==> config.mk <==
export PLATFORM = sky130hd
export DESIGN_NAME = fetch_stage
export DESIGN_NICKNAME = d
export VERILOG_FILES = /design/src/rtl/risc_pkg.sv /design/src/rtl/if_id_register.sv /design/src/rtl/fetch_stage.sv
export SDC_FILE = /design/constraint.sdc
export NUM_CORES = 1
export LEC_CHECK = 0
export CORE_ASPECT_RATIO = 0.5
export CORE_UTILIZATION = 40
export DETAILED_ROUTE_END_ITERATION = 10
export GPL_TIMING_DRIVEN = 0
export PLACE_DENSITY = 0.8
export RECOVER_POWER = 50
export SYNTH_ARGS = -nofsm -noshare
export SYNTH_HDL_FRONTEND = slang
export SYNTH_SLANG_ARGS = --single-unit
==> constraint.sdc <==
create_clock -name Clk -period 6.15 [get_ports Clk]
set_input_delay 1.23 -clock Clk [delete_from_list [all_inputs] [get_ports Clk]]
set_output_delay 1.23 -clock Clk [all_outputs]
set_load 0.01 [all_outputs]
==> src/rtl/risc_pkg.sv <==
// Shared definitions for the fetch slice: IF/ID bundle field positions,
// PC/instruction widths, the default bubble instruction and the fetch FSM states.
package risc_pkg;

   localparam int unsigned PC_W    = 32;
   localparam int unsigned INSTR_W = 16;
   localparam int unsigned IFID_W  = 69;

   localparam int unsigned IFID_INPORT_MSB  = 68;
   localparam int unsigned IFID_INPORT_LSB  = 53;
   localparam int unsigned IFID_PC_MSB      = 52;
   localparam int unsigned IFID_PC_LSB      = 21;
   localparam int unsigned IFID_INSTR_MSB   = 20;
   localparam int unsigned IFID_INSTR_LSB   = 5;
   localparam int unsigned IFID_INT_BIT     = 4;
   localparam int unsigned IFID_MEMREAD_BIT = 3;
   localparam int unsigned IFID_RDST_MSB    = 2;
   localparam int unsigned IFID_RDST_LSB    = 0;

   localparam logic [INSTR_W-1:0] NOP_INSTR = 16'h0000;

   typedef enum logic [1:0] {
      BOOT_HI = 2'd0,
      BOOT_LO = 2'd1,
      RUN     = 2'd2
   } fetch_state_e;

   function automatic logic [PC_W-1:0] pc_inc(input logic [PC_W-1:0] pc);
      return pc + 32'd1;
   endfunction

endpackage

==> src/rtl/if_id_register.sv <==
// 69-bit IF/ID pipeline register. nop_i inserts a bubble (beats hold_i);
// the in_port and ID/EX side fields are resampled every cycle regardless.
module if_id_register import risc_pkg::*; #(
   parameter logic [INSTR_W-1:0] NOP_VAL = risc_pkg::NOP_INSTR
) (
   input  logic               clk_i,
   input  logic               rst_ni,
   input  logic               hold_i,
   input  logic               nop_i,
   input  logic [PC_W-1:0]    pc_i,
   input  logic [INSTR_W-1:0] instr_i,
   input  logic               int_i,
   input  logic [15:0]        in_port_i,
   input  logic               memread_i,
   input  logic [2:0]         rdst_i,
   output logic [IFID_W-1:0]  out_o
);

   logic [IFID_W-1:0] ifid_q, ifid_d;

   always_comb begin
      ifid_d = ifid_q;
      if (nop_i) begin
         ifid_d[IFID_PC_MSB:IFID_PC_LSB]       = '0;
         ifid_d[IFID_INSTR_MSB:IFID_INSTR_LSB] = NOP_VAL;
         ifid_d[IFID_INT_BIT]                  = 1'b0;
      end else if (!hold_i) begin
         ifid_d[IFID_PC_MSB:IFID_PC_LSB]       = pc_i;
         ifid_d[IFID_INSTR_MSB:IFID_INSTR_LSB] = instr_i;
         ifid_d[IFID_INT_BIT]                  = int_i;
      end
      ifid_d[IFID_INPORT_MSB:IFID_INPORT_LSB] = in_port_i;
      ifid_d[IFID_MEMREAD_BIT]                = memread_i;
      ifid_d[IFID_RDST_MSB:IFID_RDST_LSB]     = rdst_i;
   end

   always_ff @(posedge clk_i) begin
      if (!rst_ni) begin
         ifid_q <= '0;
      end else begin
         ifid_q <= ifid_d;
      end
   end

   assign out_o = ifid_q;

endmodule

==> src/rtl/fetch_stage.sv <==
// Instruction fetch: two-word boot vector load, then PC sequencing with jump,
// flush, stall and interrupt-slot insertion. Interrupts exist only with FETCH_INT_EN.
module fetch_stage #(
   parameter logic [31:0] RESET_VEC_ADDR = 32'h0000_0000,
   parameter logic [15:0] NOP_INSTR      = risc_pkg::NOP_INSTR
) (
   input  logic        Clk,
   input  logic        Rst,
   output logic [31:0] imem_addr,
   input  logic [15:0] imem_data,
   input  logic        stall,
   input  logic        flush,
   input  logic        jmp_taken,
   input  logic [31:0] jmp_target,
   input  logic        int_req,
   input  logic [15:0] in_port,
   input  logic        idex_memread,
   input  logic [2:0]  idex_rdst,
   output logic [68:0] Out
);
   import risc_pkg::*;

   fetch_state_e       state_q, state_d;
   logic [PC_W-1:0]    pc_q, pc_d, pc_plus1;
   logic               ifid_hold, ifid_nop, ifid_int;
   logic [PC_W-1:0]    ifid_pc;
   logic [INSTR_W-1:0] ifid_instr;

`ifdef FETCH_INT_EN
   logic int_pending_q, int_pending_d, int_slot;
`else
   logic unused_int_req;
   assign unused_int_req = int_req;
`endif

   always_comb begin
      pc_plus1   = pc_inc(pc_q);
      state_d    = state_q;
      pc_d       = pc_q;
      imem_addr  = pc_q;
      ifid_hold  = 1'b0;
      ifid_nop   = 1'b0;
      ifid_pc    = pc_plus1;
      ifid_instr = imem_data;
      ifid_int   = 1'b0;
`ifdef FETCH_INT_EN
      int_slot   = 1'b0;
`endif
      case (state_q)
         BOOT_HI: begin
            imem_addr = RESET_VEC_ADDR;
            pc_d      = {imem_data, pc_q[15:0]};
            ifid_nop  = 1'b1;
            state_d   = BOOT_LO;
         end
         BOOT_LO: begin
            imem_addr = RESET_VEC_ADDR + 32'd1;
            pc_d      = {pc_q[31:16], imem_data};
            ifid_nop  = 1'b1;
            state_d   = RUN;
         end
         RUN: begin
            if (jmp_taken) begin
               pc_d     = jmp_target;
               ifid_nop = 1'b1;
            end else if (flush) begin
               ifid_nop = 1'b1;
               if (!stall) pc_d = pc_plus1;
            end
`ifdef FETCH_INT_EN
            // Slot records the un-incremented PC so the interrupted instruction refetches
            else if (int_pending_q) begin
               int_slot   = 1'b1;
               ifid_pc    = pc_q;
               ifid_instr = NOP_INSTR;
               ifid_int   = 1'b1;
            end
`endif
            else if (stall) begin
               ifid_hold = 1'b1;
            end else begin
               pc_d = pc_plus1;
            end
         end
         default: begin
            ifid_nop = 1'b1;
            state_d  = BOOT_HI;
         end
      endcase
`ifdef FETCH_INT_EN
      int_pending_d = int_slot ? int_req : (int_pending_q | int_req);
`endif
   end

   always_ff @(posedge Clk) begin
      if (!Rst) begin
         state_q       <= BOOT_HI;
         pc_q          <= '0;
`ifdef FETCH_INT_EN
         int_pending_q <= 1'b0;
`endif
      end else begin
         state_q       <= state_d;
         pc_q          <= pc_d;
`ifdef FETCH_INT_EN
         int_pending_q <= int_pending_d;
`endif
      end
   end

   if_id_register #(
      .NOP_VAL(NOP_INSTR)
   ) u_if_id (
      .clk_i    (Clk),
      .rst_ni   (Rst),
      .hold_i   (ifid_hold),
      .nop_i    (ifid_nop),
      .pc_i     (ifid_pc),
      .instr_i  (ifid_instr),
      .int_i    (ifid_int),
      .in_port_i(in_port),
      .memread_i(idex_memread),
      .rdst_i   (idex_rdst),
      .out_o    (Out)
   );

endmodule
==> key figures, run 1 <==
Synth
  – Cell with the most instances after synthesis: dfxtp_1
  – Syn Area/Cell: 8.00 sq um
  – Post-synth EDFFs: 0
  – Cells after synthesis: 656
  – Netlist cell types: 57
  – Commonest cells post-synth: dfxtp_1, o21ai_0, a21oi_1, and2_1, clkbuf_1
  – Syn Std Cell Area: 5250 sq um
  – Synth area leaders: dfxtp_1, and2_1, o21ai_0
  – Synth Register Bits: 102
  – Post-synth top area cell: dfxtp_1
  – Post-synth ARST share: 0%
  – Post-synth top area share: 38.9%
  – Register area share after synthesis: 38.9%
  – Syn Nets: 737
  – Leading register cell type out of synthesis: dfxtp_1
  – Ys Warns: 0

Critical path
  – CP max stage cell: nor3_1
  – Worst r2r src: state_q[0]
  – Top delay family on crit path: buffers and inverters
  – Crit path from: jmp_taken
  – Worst Setup EP: pc_q[25]
  – CP bufs+invs: 3
  – CP cell instances: dlygate4sd3_1 > and3b_1 > clkbuf_1 > nor3_1 > clkbuf_1 > o211ai_1 > o211ai_1 > nand3_1
  – Path depth of the worst reg2reg path: 10
  – Worst path max stage delay: 0.87 ns
  – CP Data Required Time: 6.39 ns
  – Reg-to-reg endpoint: pc_q[25]
  – WP depth: 8
  – Worst-case register-to-register setup slack: 2.85 ns
  – CP startpoint kind: primary input
  – Top fanout value on the critical path: 10
  – Critical Path End Type: flip-flop
  – Critical Path AT: 4.00 ns
  – CP Class: primary input to flip-flop

Global route
  – Antenna violations before repair: 0
  – Largest net degree at the start of global routing: 19
  – Vias in the first global route: 5500
  – First-pass GRT wire length: 30500 um
  – GRT Total Usage: 29.4%
  – Overflow left after global routing: 0

Power and ir drop
  – Peak supply drop: 0.000139 V
  – Switching share of power: 33.7%
  – P_sw: 0.604 mW
  – Sequential Power Share: 42.5%
  – Leakage: 2.78 nW
  – Int Power: 1.19 mW
  – Clk pwr share: 31.7%
  – Power Density: 240 nW/um^2
  – Gate power share: 25.8%

Clocking
  – CTS tree: done
  – Clock root cell: clkbuf_16
  – Clk Latency, worst-skew pair: 0.35 ns
  – Post-CTS sizing: 0
  – H-tree levels: 3
  – Inserted Clock Buffers: 9
  – Clock slew at reported path FFs: 0.07 ns
  – Clock buffer depth: 2
  – Post-CTS setup buffers: 0
  – Clk sinks: 102
  – Hold_buf cts: 0

Layout
  – Fillers: 1201
  – Share of cells above drive strength 1: 4.03%
  – Fin area: 7470 sq um
  – Nets: 920
  – Sequential Area: 2040 sq um
  – Footprint of the multi-input gates: 2880 sq um
  – Synthesis-to-layout area growth: 42.3%
  – Fin cells: 1015
  – Util after Layout: 58.7%

Timing
  – Fmax: 266 MHz
  – Final Hold Vio Count: 0
  – Clock skew: 0.0102 ns
  – Setup_tns: 0 ns
  – Worst slew margin: 32.5%
  – Final Setup Violations: 0
  – Pins Over Slew Limit: 0
  – Final Cycle Share: 61.1%
  – Minimum clock period: 3.76 ns
  – Slew @ Worst Pin: 1.00 ns
  – RSZ-0062 raised after global routing: false

Drt
  – Drt first pass iters: 5
  – Detailed router's first-iteration violation count: 599
  – Number of remaining DRC errors: 0
  – Final WL: 20100 um
  – Antenna viol nets, final: 0
  – Wire per inst: 19.8 um
  – Total number of vias: 5803
  – DR vias/cell: 5.72

Floorplanning
  – Die ar.: 13600 sq um
  – Core Footprint: 12700 sq um
  – Width of the chip: 164 um
  – Die height: 83.0 um
  – Initial Util: 41.2%
  – Ports: 175
  – Cell row count: 29

Worst hold path
  – Hold Path Class: flip-flop to flip-flop
  – Worst hold path depth: 2

Placed design
  – PortBufs: 172
  – Post-DP HPWL: 15500 um
  – Placed Area: 7180 sq um
  – Number of placed instances, taps included: 998
  – Placer Congestion: 0.971

Run
  – MaxCap Viol Count: 0

Outcome
  – Outcome: completed
placed cells by master (no fill, tap or decap), types with 11 or more instances in the layout:
| cell type | count |
|---|---|
| nand3_1 | 20 |
| dlygate4sd3_1 | 73 |
| and2_0 | 14 |
| dfxtp_1 | 102 |
| o21ai_0 | 61 |
| a211oi_1 | 12 |
| inv_1 | 18 |
| clkdlybuf4s50_1 | 99 |
| nor3_1 | 37 |
| nand2_1 | 34 |
| xor2_1 | 11 |
| nor2_1 | 37 |
| xnor2_1 | 18 |
| a21oi_1 | 52 |
| and2_1 | 37 |
| clkbuf_1 | 45 |
| nand4_1 | 13 |
how the worst min path moves through the flow:
stage	startpoint	end	slack [ns]
after floorplan	pc_q[30]	pc_q[30]	0.49
after global placement	pc_q[11]	pc_q[11]	0.53
after detailed placement	pc_q[11]	pc_q[11]	0.52
after CTS	pc_q[11]	pc_q[11]	0.54
after global routing	u_if_id.out_o[38]	u_if_id.out_o[38]	0.56
final	pc_q[11]	pc_q[11]	0.54
worst register-to-register path, delay by kind of cell (launching register included):
kind / cells / cell delay (ns)
adders and majority gates: 1 / 0.23
AOI/OAI and AO/OA: 2 / 0.35
DFF: 1 / 0.38
and+or+nand+nor: 3 / 1.15
buffers and inverters: 4 / 1.08
power groups by stage:
stage / clock network, mW / registers [mW] / logic [mW]
6_report: 0.568 / 0.763 / 0.463
2_1_floorplan: 0 / 0.762 / 0.265
3_5_place_dp: 0 / 0.776 / 0.455
4_1_cts: 0.577 / 0.760 / 0.458
5_1_grt: 0.602 / 0.768 / 0.498
3_3_place_gp: 0 / 0.774 / 0.450
registers in the layout, indices dropped and copies added, names as in the netlist:
name	count
u_if_id.out_o	68
pc_q	32
state_q	2
area by class of cell:
type,instances,area share [%]
sequential,102,27.3
antenna,1,0.0335
inverter,18,0.904
clock inverter,6,0.703
multi-input combinational,475,38.5
timing repair buffer,172,23.0
tap,170,2.85
clock buffer,10,3.20
buffer,61,3.43
metal layers:
metal	GRT usage [%]	wire length, um
met1	42.6	9200
met2	44.3	8720
met3	6.19	1900
met4	6.90	238
met5	0	0
kinds of logic after synthesis:
| family | share of synthesized area [%] |
|---|---|
| other | 0.0714 |
| AND/OR/NAND/NOR | 25.6 |
| flip-flops | 38.9 |
| buffers and inverters | 6.20 |
| AO/OA/AOI/OAI | 22.1 |
| XOR/XNOR | 4.84 |
| adder cells (fa/ha/maj) | 1.67 |
| multiplexers | 0.596 |
stage by stage:
stage                     worst slack [ns]  power (mW)  hold slack, ns
after floorplan                       3.39        1.03           0.495
after CTS                             2.82        1.80           0.537
after global routing                  2.25        1.87           0.563
after detailed placement              2.47        1.23           0.525
after global placement                2.48        1.22           0.526
final                                 2.39        1.79           0.542
Power figures use the tool's default switching activity.
==> run 2, diff against run 1 <==
==> constraint.sdc (replaced) <==
create_clock -name Clk -period 3.48 [get_ports Clk]
set_input_delay 0.696 -clock Clk [delete_from_list [all_inputs] [get_ports Clk]]
set_output_delay 0.696 -clock Clk [all_outputs]
set_load 0.01 [all_outputs]
==> run 2 against run 1 <==
Clock power increased by 78%. Sequential share of layout area about the same. First-iteration DRC count decreased by 2.7%. Highest routed layer unchanged. Critical endpoint unchanged. Sequential cell count unchanged. Utilization about the same. Non-clock buffer count unchanged. Setup slack got worse by 1.9 ns. Total power increased by 77%.
==> key figures, run 2 (same netlist as run 1, synthesis figures left out) <==
Timing
  – Final Hold Vio Count: 0 (unchanged)
  – Setup_tns: 0 ns (unchanged)
  – RSZ-0062 raised after global routing: false
  – Worst slew margin: 53.1% (+21 points)
  – Slew @ Worst Pin: 0.702 ns (-0.303 ns)
  – Minimum clock period: 3.02 ns
  – Final Cycle Share: 86.9%
  – Pins Over Slew Limit: 0 (unchanged)
  – Hold WS: 0.543 ns (+0.00119 ns)
  – Clock skew: 0.00820 ns (-0.00202 ns)
  – Worst setup margin: 0.456 ns (-1.94 ns)
  – Final Setup Violations: 0 (unchanged)
  – Fmax: 331 MHz

Placed design
  – Number of placed instances, taps included: 998 (unchanged)
  – Post-DP HPWL: 15500 um (unchanged)
  – Placed Area: 7180 sq um (unchanged)
  – Pre-CTS setup slack: 0.333 ns (-2.14 ns)
  – PortBufs: 172 (unchanged)
  – Placer Congestion: 0.971 (unchanged)

Critical path
  – Top fanout value on the critical path: 10 (unchanged)
  – Critical Path AT: 3.26 ns (-0.74 ns)
  – CP Data Required Time: 3.72 ns (-2.67 ns)
  – CP max stage cell: nor3_2
  – Worst-case register-to-register setup slack: 0.46 ns (-2.39 ns)
  – Worst path max stage delay: 0.58 ns (-0.29 ns)
  – CP startpoint kind: flip-flop
  – Critical Path End Type: flip-flop
  – CP Class: flip-flop to flip-flop
  – CP cell instances: inv_1 > ha_1 > buf_2 > and3b_1 > clkbuf_1 > nor3_2 > clkbuf_1 > o211ai_1 > o211ai_1 > nand3_1

Layout
  – Max reg flops: 68 (unchanged)
  – Commonest non-fill, non-tap cell in the layout: dfxtp_1
  – Fin area: 7470 sq um (about the same)
  – Commonest non-fill, non-tap cells in the layout: dfxtp_1, clkdlybuf4s50_1, dlygate4sd3_1
  – Share of cells above drive strength 1: 4.15% (+0.12 points)
  – Fillers: 1200 (-0.083%)
  – Diodes inserted: 0 (-1)
  – Fin cells: 1014 (-0.099%)
  – Util after Layout: 58.7% (about the same)
  – Synthesis-to-layout area growth: 42.4% (about the same)
  – Nets: 920 (unchanged)

Floorplanning
  – Initial Util: 41.2% (unchanged)
  – Core Footprint: 12700 sq um (unchanged)
  – Width of the chip: 164 um (unchanged)
  – Ports: 175 (unchanged)
  – Die ar.: 13600 sq um (unchanged)
  – Die height: 83.0 um (unchanged)
  – Cell row count: 29 (unchanged)

Clocking
  – Post-CTS setup buffers: 0 (unchanged)
  – Clk sinks: 102 (unchanged)
  – CTS tree: done
  – Clock root cell: clkbuf_16
  – Inserted Clock Buffers: 9 (unchanged)
  – Clk Latency, worst-skew pair: 0.35 ns (about the same)
  – Post-CTS sizing: 0 (unchanged)
  – Hold_buf cts: 0 (unchanged)
  – Clock slew at reported path FFs: 0.07 ns (about the same)
  – H-tree levels: 3 (unchanged)
  – Clock buffer depth: 2 (unchanged)

Power and ir drop
  – Power Density: 425 nW/um^2 (+77%)
  – Peak supply drop: 0.000247 V (+78%)
  – Leakage: 2.79 nW (about the same)
  – Power Total: 3.17 mW (+77%)

Global route
  – Largest net degree at the start of global routing: 19 (unchanged)
  – GRT Total Usage: 29.4% (unchanged)
  – First-pass GRT wire length: 30500 um (unchanged)
  – Antenna violations before repair: 0 (unchanged)
  – Overflow left after global routing: 0 (unchanged)
  – Vias in the first global route: 5500 (unchanged)

Drt
  – DR vias/cell: 5.70 (-0.37%)
  – Total number of vias: 5776 (-0.47%)
  – Antenna viol nets, final: 0 (unchanged)
  – Detailed router's first-iteration violation count: 583 (-2.7%)
  – Number of remaining DRC errors: 0 (unchanged)
  – Drt first pass iters: 6 (+1)
  – Wire per inst: 19.8 um (about the same)
  – Final WL: 20000 um (-0.13%)

Run
  – MaxCap Viol Count: 0 (unchanged)

Outcome
  – Outcome: completed

Worst hold path
  – Hold Path Class: flip-flop to flip-flop
## run 2: cell type report
type                    instances  area [sq um]  area share, %
multi-input cells             475          2880           38.6
well taps                     170           213           2.85
flip-flops and latches        102          2040           27.3
inverters                      18          67.6          0.904
plain buffers                  61           256           3.43
clock buffers                  10           239           3.20
clock inverters                 6          52.6          0.703
repair buffers                172          1720           23.0
## run 2: where the power goes
| part | switching [mW] | total [mW] | internal [mW] |
|---|---|---|---|
| logic | 0.483 | 0.819 | 0.335 |
| registers | 0.0989 | 1.35 | 1.25 |
| clock network | 0.489 | 1.01 | 0.518 |
| total | 1.07 | 3.17 | 2.10 |
## run 2: worst paths after layout
path / startpoint / to / cells after the start
hold / removal: pc_q[11] / pc_q[11] / 2
setup / recovery: state_q[0] / pc_q[25] / 10
hold reg to reg: pc_q[11] / pc_q[11] / 2
setup reg to reg: state_q[0] / pc_q[25] / 10
## run 2: critical path, delay by kind of cell, from the launching register on
family | cells | cell delay, ns
AO/OA/AOI/OAI | 2 | 0.35
AND/OR/NAND/NOR | 3 | 0.85
adder cells (fa/ha/maj) | 1 | 0.23
buffers and inverters | 4 | 1.10
flip-flops | 1 | 0.38
## run 2: layer usage
metal	global-route usage (%)	vias to the layer above	routed length (um)
li1	-	2713	-
met1	42.6	2756	9240
met2	44.3	280	8670
met3	6.19	27	1870
met4	6.90	0	258
met5	0	-	0
